$ cat src/rtl/rvvi_retire_serializer.sv
`default_nettype none
// ============================================================================
// Module      : rvvi_retire_serializer
// Description : Buffers a multi-retire RVVI trace in program order and replays
//               it one retirement per cycle, flagging overflow and order gaps.
// Revision    : 1.0 - initial release
// ============================================================================
module rvvi_retire_serializer #(
    parameter int ILEN   = 32,
    parameter int XLEN   = 64,
    parameter int RETIRE = 2,
    parameter int DEPTH  = 8
) (
    input  logic                       clk,
    input  logic                       reset,
    input  logic [RETIRE-1:0]          in_valid,
    input  logic [RETIRE*ILEN-1:0]     in_insn,
    input  logic [RETIRE*XLEN-1:0]     in_pc,
    input  logic [RETIRE-1:0]          in_trap,
    input  logic [RETIRE*64-1:0]       in_order,
    output logic                       out_valid,
    output logic [ILEN-1:0]            out_insn,
    output logic [XLEN-1:0]            out_pc,
    output logic                       out_trap,
    output logic [63:0]                out_order,
    output logic [$clog2(DEPTH+1)-1:0] occupancy,
    output logic                       overflow,
    output logic                       order_err
);

    localparam int c_AW = $clog2(DEPTH);
    localparam int c_CW = $clog2(DEPTH+1);

    logic [ILEN-1:0] r_mem_insn  [DEPTH];
    logic [XLEN-1:0] r_mem_pc    [DEPTH];
    logic            r_mem_trap  [DEPTH];
    logic [63:0]     r_mem_order [DEPTH];

    logic [c_AW-1:0] r_wptr;
    logic [c_AW-1:0] r_rptr;
    logic [c_CW-1:0] r_count;
    logic            r_have_prev;

    logic            w_pop;
    logic [c_CW-1:0] w_free;
    logic [c_CW-1:0] w_push_n;
    logic            w_drop;
    logic [RETIRE-1:0] w_wr_en;
    logic [c_AW-1:0] w_wr_addr [RETIRE];
    logic [63:0]     w_head_order;

    assign w_pop        = (r_count != '0);
    assign w_free       = c_CW'(DEPTH) - r_count + {{(c_CW-1){1'b0}}, w_pop};
    assign w_head_order = r_mem_order[r_rptr];
    assign occupancy    = r_count;

    // Compact valid slots oldest-first; slots beyond the free space are dropped.
    always_comb begin
        w_push_n = '0;
        w_drop   = 1'b0;
        for (int i = 0; i < RETIRE; i++) begin
            w_wr_en[i]   = 1'b0;
            w_wr_addr[i] = r_wptr + w_push_n[c_AW-1:0];
            if (in_valid[i] && !reset) begin
                if (w_push_n < w_free) begin
                    w_wr_en[i] = 1'b1;
                    w_push_n   = w_push_n + 1'b1;
                end else begin
                    w_drop = 1'b1;
                end
            end
        end
    end

    always_ff @(posedge clk) begin
        for (int i = 0; i < RETIRE; i++) begin
            if (w_wr_en[i]) begin
                r_mem_insn[w_wr_addr[i]]  <= in_insn[i*ILEN +: ILEN];
                r_mem_pc[w_wr_addr[i]]    <= in_pc[i*XLEN +: XLEN];
                r_mem_trap[w_wr_addr[i]]  <= in_trap[i];
                r_mem_order[w_wr_addr[i]] <= in_order[i*64 +: 64];
            end
        end
    end

    always_ff @(posedge clk) begin
        if (reset) begin
            r_wptr      <= '0;
            r_rptr      <= '0;
            r_count     <= '0;
            r_have_prev <= 1'b0;
            out_valid   <= 1'b0;
            out_insn    <= '0;
            out_pc      <= '0;
            out_trap    <= 1'b0;
            out_order   <= '0;
            overflow    <= 1'b0;
            order_err   <= 1'b0;
        end else begin
            r_wptr  <= r_wptr + w_push_n[c_AW-1:0];
            r_count <= r_count - {{(c_CW-1){1'b0}}, w_pop} + w_push_n;
            if (w_drop) begin
                overflow <= 1'b1;
            end
            out_valid <= w_pop;
            if (w_pop) begin
                out_insn    <= r_mem_insn[r_rptr];
                out_pc      <= r_mem_pc[r_rptr];
                out_trap    <= r_mem_trap[r_rptr];
                out_order   <= w_head_order;
                r_rptr      <= r_rptr + 1'b1;
                r_have_prev <= 1'b1;
                // out_order still holds the previously emitted order here.
                if (r_have_prev && (w_head_order != out_order + 64'd1)) begin
                    order_err <= 1'b1;
                end
            end
        end
    end

endmodule
`default_nettype wire

$ cat config.mk
export PLATFORM = sky130hd
export DESIGN_NAME = rvvi_retire_serializer
export DESIGN_NICKNAME = d
export VERILOG_FILES = /design/src/rtl/rvvi_retire_serializer.sv
export SDC_FILE = /design/constraint.sdc
export NUM_CORES = 2
export LEC_CHECK = 0
export ABC_AREA = 1
export CAP_MARGIN = 20
export CELL_PAD_IN_SITES_DETAIL_PLACEMENT = 0
export CELL_PAD_IN_SITES_GLOBAL_PLACEMENT = 1
export CORE_MARGIN = 1.5
export CORE_UTILIZATION = 42
export CTS_CLUSTER_DIAMETER = 80
export DETAILED_ROUTE_END_ITERATION = 8
export PLACE_DENSITY_LB_ADDON = 0.12
export SETUP_SLACK_MARGIN = 0.1
export SYNTH_ARGS = -nofsm -noshare
export SYNTH_HDL_FRONTEND = slang
export SYNTH_SLANG_ARGS = --single-unit
$ cat constraint.sdc
create_clock -name clk -period 15 [get_ports clk]
set_input_delay 2.25 -clock clk [delete_from_list [all_inputs] [get_ports clk]]
set_output_delay 2.25 -clock clk [all_outputs]
set_load 0.005 [all_outputs]
==> flow_summary.json <==
{
  "placed_area_um2": 79300,
  "power_frac_seq_pct": 38.6,
  "cts-resized-gates": 0,
  "numCtsBuffers": 166,
  "rows": 153,
  "synth-edff-count": 1288,
  "syn_to_final_growth_pct": 14.6,
  "finClkSkew_ns": 0.0278,
  "wl_per_cell_um": 22.8,
  "dp_cells": 10500,
  "globalplace.congestion": 0.895,
  "p_leak_nw": 33.3,
  "clk_latency_ns": 0.81,
  "cts_tree": "built",
  "total_power_mw": 14.0,
  "fin_area_um2": 84800,
  "synthDistinctLibCells": 41,
  "hp-start": "r_have_prev$_SDFFE_PP0P_",
  "finalSetupViolations": 0,
  "synthCells": 8280,
  "grt.total_usage_pct": 27.0,
  "path_clk_slew_ns": 0.06,
  "hold_viol_final": 0,
  "ys_top_cells_by_count": "o21ai_0 (1,939), nand2_1 (1,928), edfxtp_1 (1,288)",
  "clockPowerShare_pct": 28.8,
  "netlist_area_um2": 73900,
  "core_um2": 174000,
  "busiest_layer": "met2",
  "regToRegStartpoint": "occupancy[2]$_SDFF_PP0_",
  "worstPathArrival_ns": 8.13,
  "drc": 0,
  "worst_pin_slew_ns": 1.13,
  "whs_ns": 0.463,
  "post-synth-top-area-cell": "edfxtp_1",
  "drive_gt1_share_pct": 4.38,
  "dr_total_vias": 58800,
  "portBuffers": 493,
  "ctsRootBufferMaster": "clkbuf_16",
  "setup_tns_ns": 0,
  "p_comb_share_pct": 32.6,
  "cts_max_level": 4,
  "power_switching_mw": 5.15,
  "hold_end": "r_have_prev$_SDFFE_PP0P_",
  "power.internal_mw": 8.85,
  "avgSynthCellArea_um2": 8.93,
  "antenna_found_initial": 30,
  "drv_slew": 0,
  "peakVddDrop_mv": 0.152,
  "initial_utilization_pct": 42.4,
  "ys_async_sr_fraction_pct": 0,
  "met1_usage_pct": 35.2,
  "switching_share_pct": 36.8,
  "power_density_nw_per_um2": 165,
  "worst_slack_ns": 7.28,
  "grt_pass1_vias": 55800,
  "netlist.area_leader.share_pct": 52.3,
  "multi_input_area_um2": 26200,
  "drtIter0Drc": 4981,
  "cp-end-kind": "register",
  "drtPass1Iterations": 6,
  "gr-usage-met2_pct": 45.7,
  "wirelength_mm": 246,
  "ys_seq_area_share_pct": 57.1,
  "start_kind": "primary input",
  "rr_endpoint": "r_mem_order[5][10]$_DFFE_PP_",
  "die_area_um2": 179000,
  "yosys-top-cells-area": "edfxtp_1 (52%), o21ai_0 (13%), nand2_1 (9.8%)",
  "grt_max_degree": 231,
  "cts_sinks": 1466,
  "critPathKind": "in2reg",
  "holdCritPathClass": "reg2reg",
  "final_util_pct": 48.6,
  "hold_buffers": 0,
  "max_slew_margin_pct": 24.8,
  "post-cts-setup-buffer-count": 0,
  "stdcell_count": 10800,
  "ys_ff_latch": 1466,
  "grt_first_pass_wirelength_mm": 364,
  "yosys_warnings": 0,
  "outcome": "completed",
  "period_share_pct": 51.4,
  "clock.fmax_ghz": 0.130,
  "crit_fanout": 59,
  "io_pins": 494,
  "whs_path_depth": 2,
  "num-fill-cells": 16200,
  "grt_remaining_overflow": 0,
  "dieWidth_um": 423,
  "regArea_um2": 42300,
  "pre_cts_ws_ns": 6.39,
  "rsz0062_at_grt": "false",
  "synth_ff_type": "edfxtp_1",
  "die_h_um": 423,
  "critPathRequiredTime_ns": 15.42,
  "fin_nets": 8638,
  "yosysMostFrequentCell": "o21ai_0",
  "clockBufferDepth": 3,
  "avgViaCountPerCell": 5.46,
  "syn-num-nets": 8620,
  "period_minus_slack_ns": 7.72,
  "drtAntennaViolNets": 0,
  "reg2reg_slack_ns": 8.87,
  "hpwlAfterDp_mm": 144,
  "use_met3_pct": 3.74,
  "reg2reg_depth": 16,
  "max_cap_viol_count": 0
}
kinds of logic after synthesis:
kind of cell	share of synthesized area, %
XOR/XNOR	0.179
AND/OR/NAND/NOR	15.4
flip-flops	57.1
multiplexers	2.63
buffers and inverters	7.54
AO/OA/AOI/OAI	16.9
adder cells (fa/ha/maj)	0.257
placed cells by master, fill, tap and decap left out, types with 40 or more instances in the layout:
master | synthesis | final
nand3_1 | 322 | 322
o21ai_0 | 1939 | 1931
edfxtp_1 | 1288 | 1288
mux2i_1 | 194 | 194
dfxtp_1 | 178 | 173
a21oi_1 | 203 | 203
clkdlybuf4s50_1 | 0 | 493
o22ai_1 | 67 | 67
inv_1 | 598 | 596
clkbuf_1 | 279 | 40
nor2_1 | 535 | 535
o21ai_1 | 99 | 99
clkbuf_16 | 0 | 172
buf_4 | 17 | 63
nand2_1 | 1928 | 1927
o211ai_1 | 107 | 107
power by group through the flow:
stage | Sequential [mW] | Clock, mW | Combinational, mW
6_report | 5.40 | 4.03 | 4.56
2_1_floorplan | 5.47 | 0 | 2.87
4_1_cts | 5.40 | 4.09 | 4.61
3_3_place_gp | 5.47 | 0 | 4.55
3_5_place_dp | 5.48 | 0 | 4.60
5_1_grt | 5.44 | 4.25 | 5.06
cell type report:
class	instances	area share, %
flip-flops and latches	1466	49.9
multi-input cells	5486	30.9
repair buffers	569	6.71
clock buffers	222	5.42
well taps	2325	3.43
inverters	609	2.73
clock inverters	89	0.877
diodes	14	0.0413
per-layer routing:
metal	wire length [um]	part of all wire [%]	vias to the layer above
met3	13400	5.5	362
met1	104000	42	28300
li1	-	-	28400
met5	123	0.050	-
met2	120000	49	1807
met4	8840	3.6	20
registers in the layout, summed over array words and instances, names as in the netlist, 3 cells and up, named ones only:
signal	count
r_mem_order	512
r_mem_pc	512
r_mem_insn	256
out_order	64
out_pc	64
out_insn	32
r_mem_trap	8
occupancy	4
r_rptr	3
r_wptr	3
critical path, cell delays in order:
cell and delay, ns:
clkdlybuf4s50_1 0.75, inv_4 0.73, nand2_1 0.21, nor2_1 0.37, ha_1 0.22, ha_1 0.23, xnor2_4 0.14, inv_1 0.32
nand4_4 0.57, o21ai_4 0.57, buf_4 0.63, buf_4 0.90
how the worst max path moves through the flow:
stage / from / endpoint / slack (ns) / cells after the start
after floorplan: reset / r_mem_insn[0][0]$_DFFE_PP_ / 0.06 / 5
after global placement: reset / r_mem_order[5][6]$_DFFE_PP_ / 6.47 / 12
after detailed placement: reset / r_mem_order[5][14]$_DFFE_PP_ / 6.39 / 12
after CTS: reset / r_mem_order[5][14]$_DFFE_PP_ / 7.26 / 12
after global routing: reset / r_mem_order[5][56]$_DFFE_PP_ / 6.93 / 12
final: reset / r_mem_order[5][10]$_DFFE_PP_ / 7.28 / 12
Power figures use the tool's default switching activity.
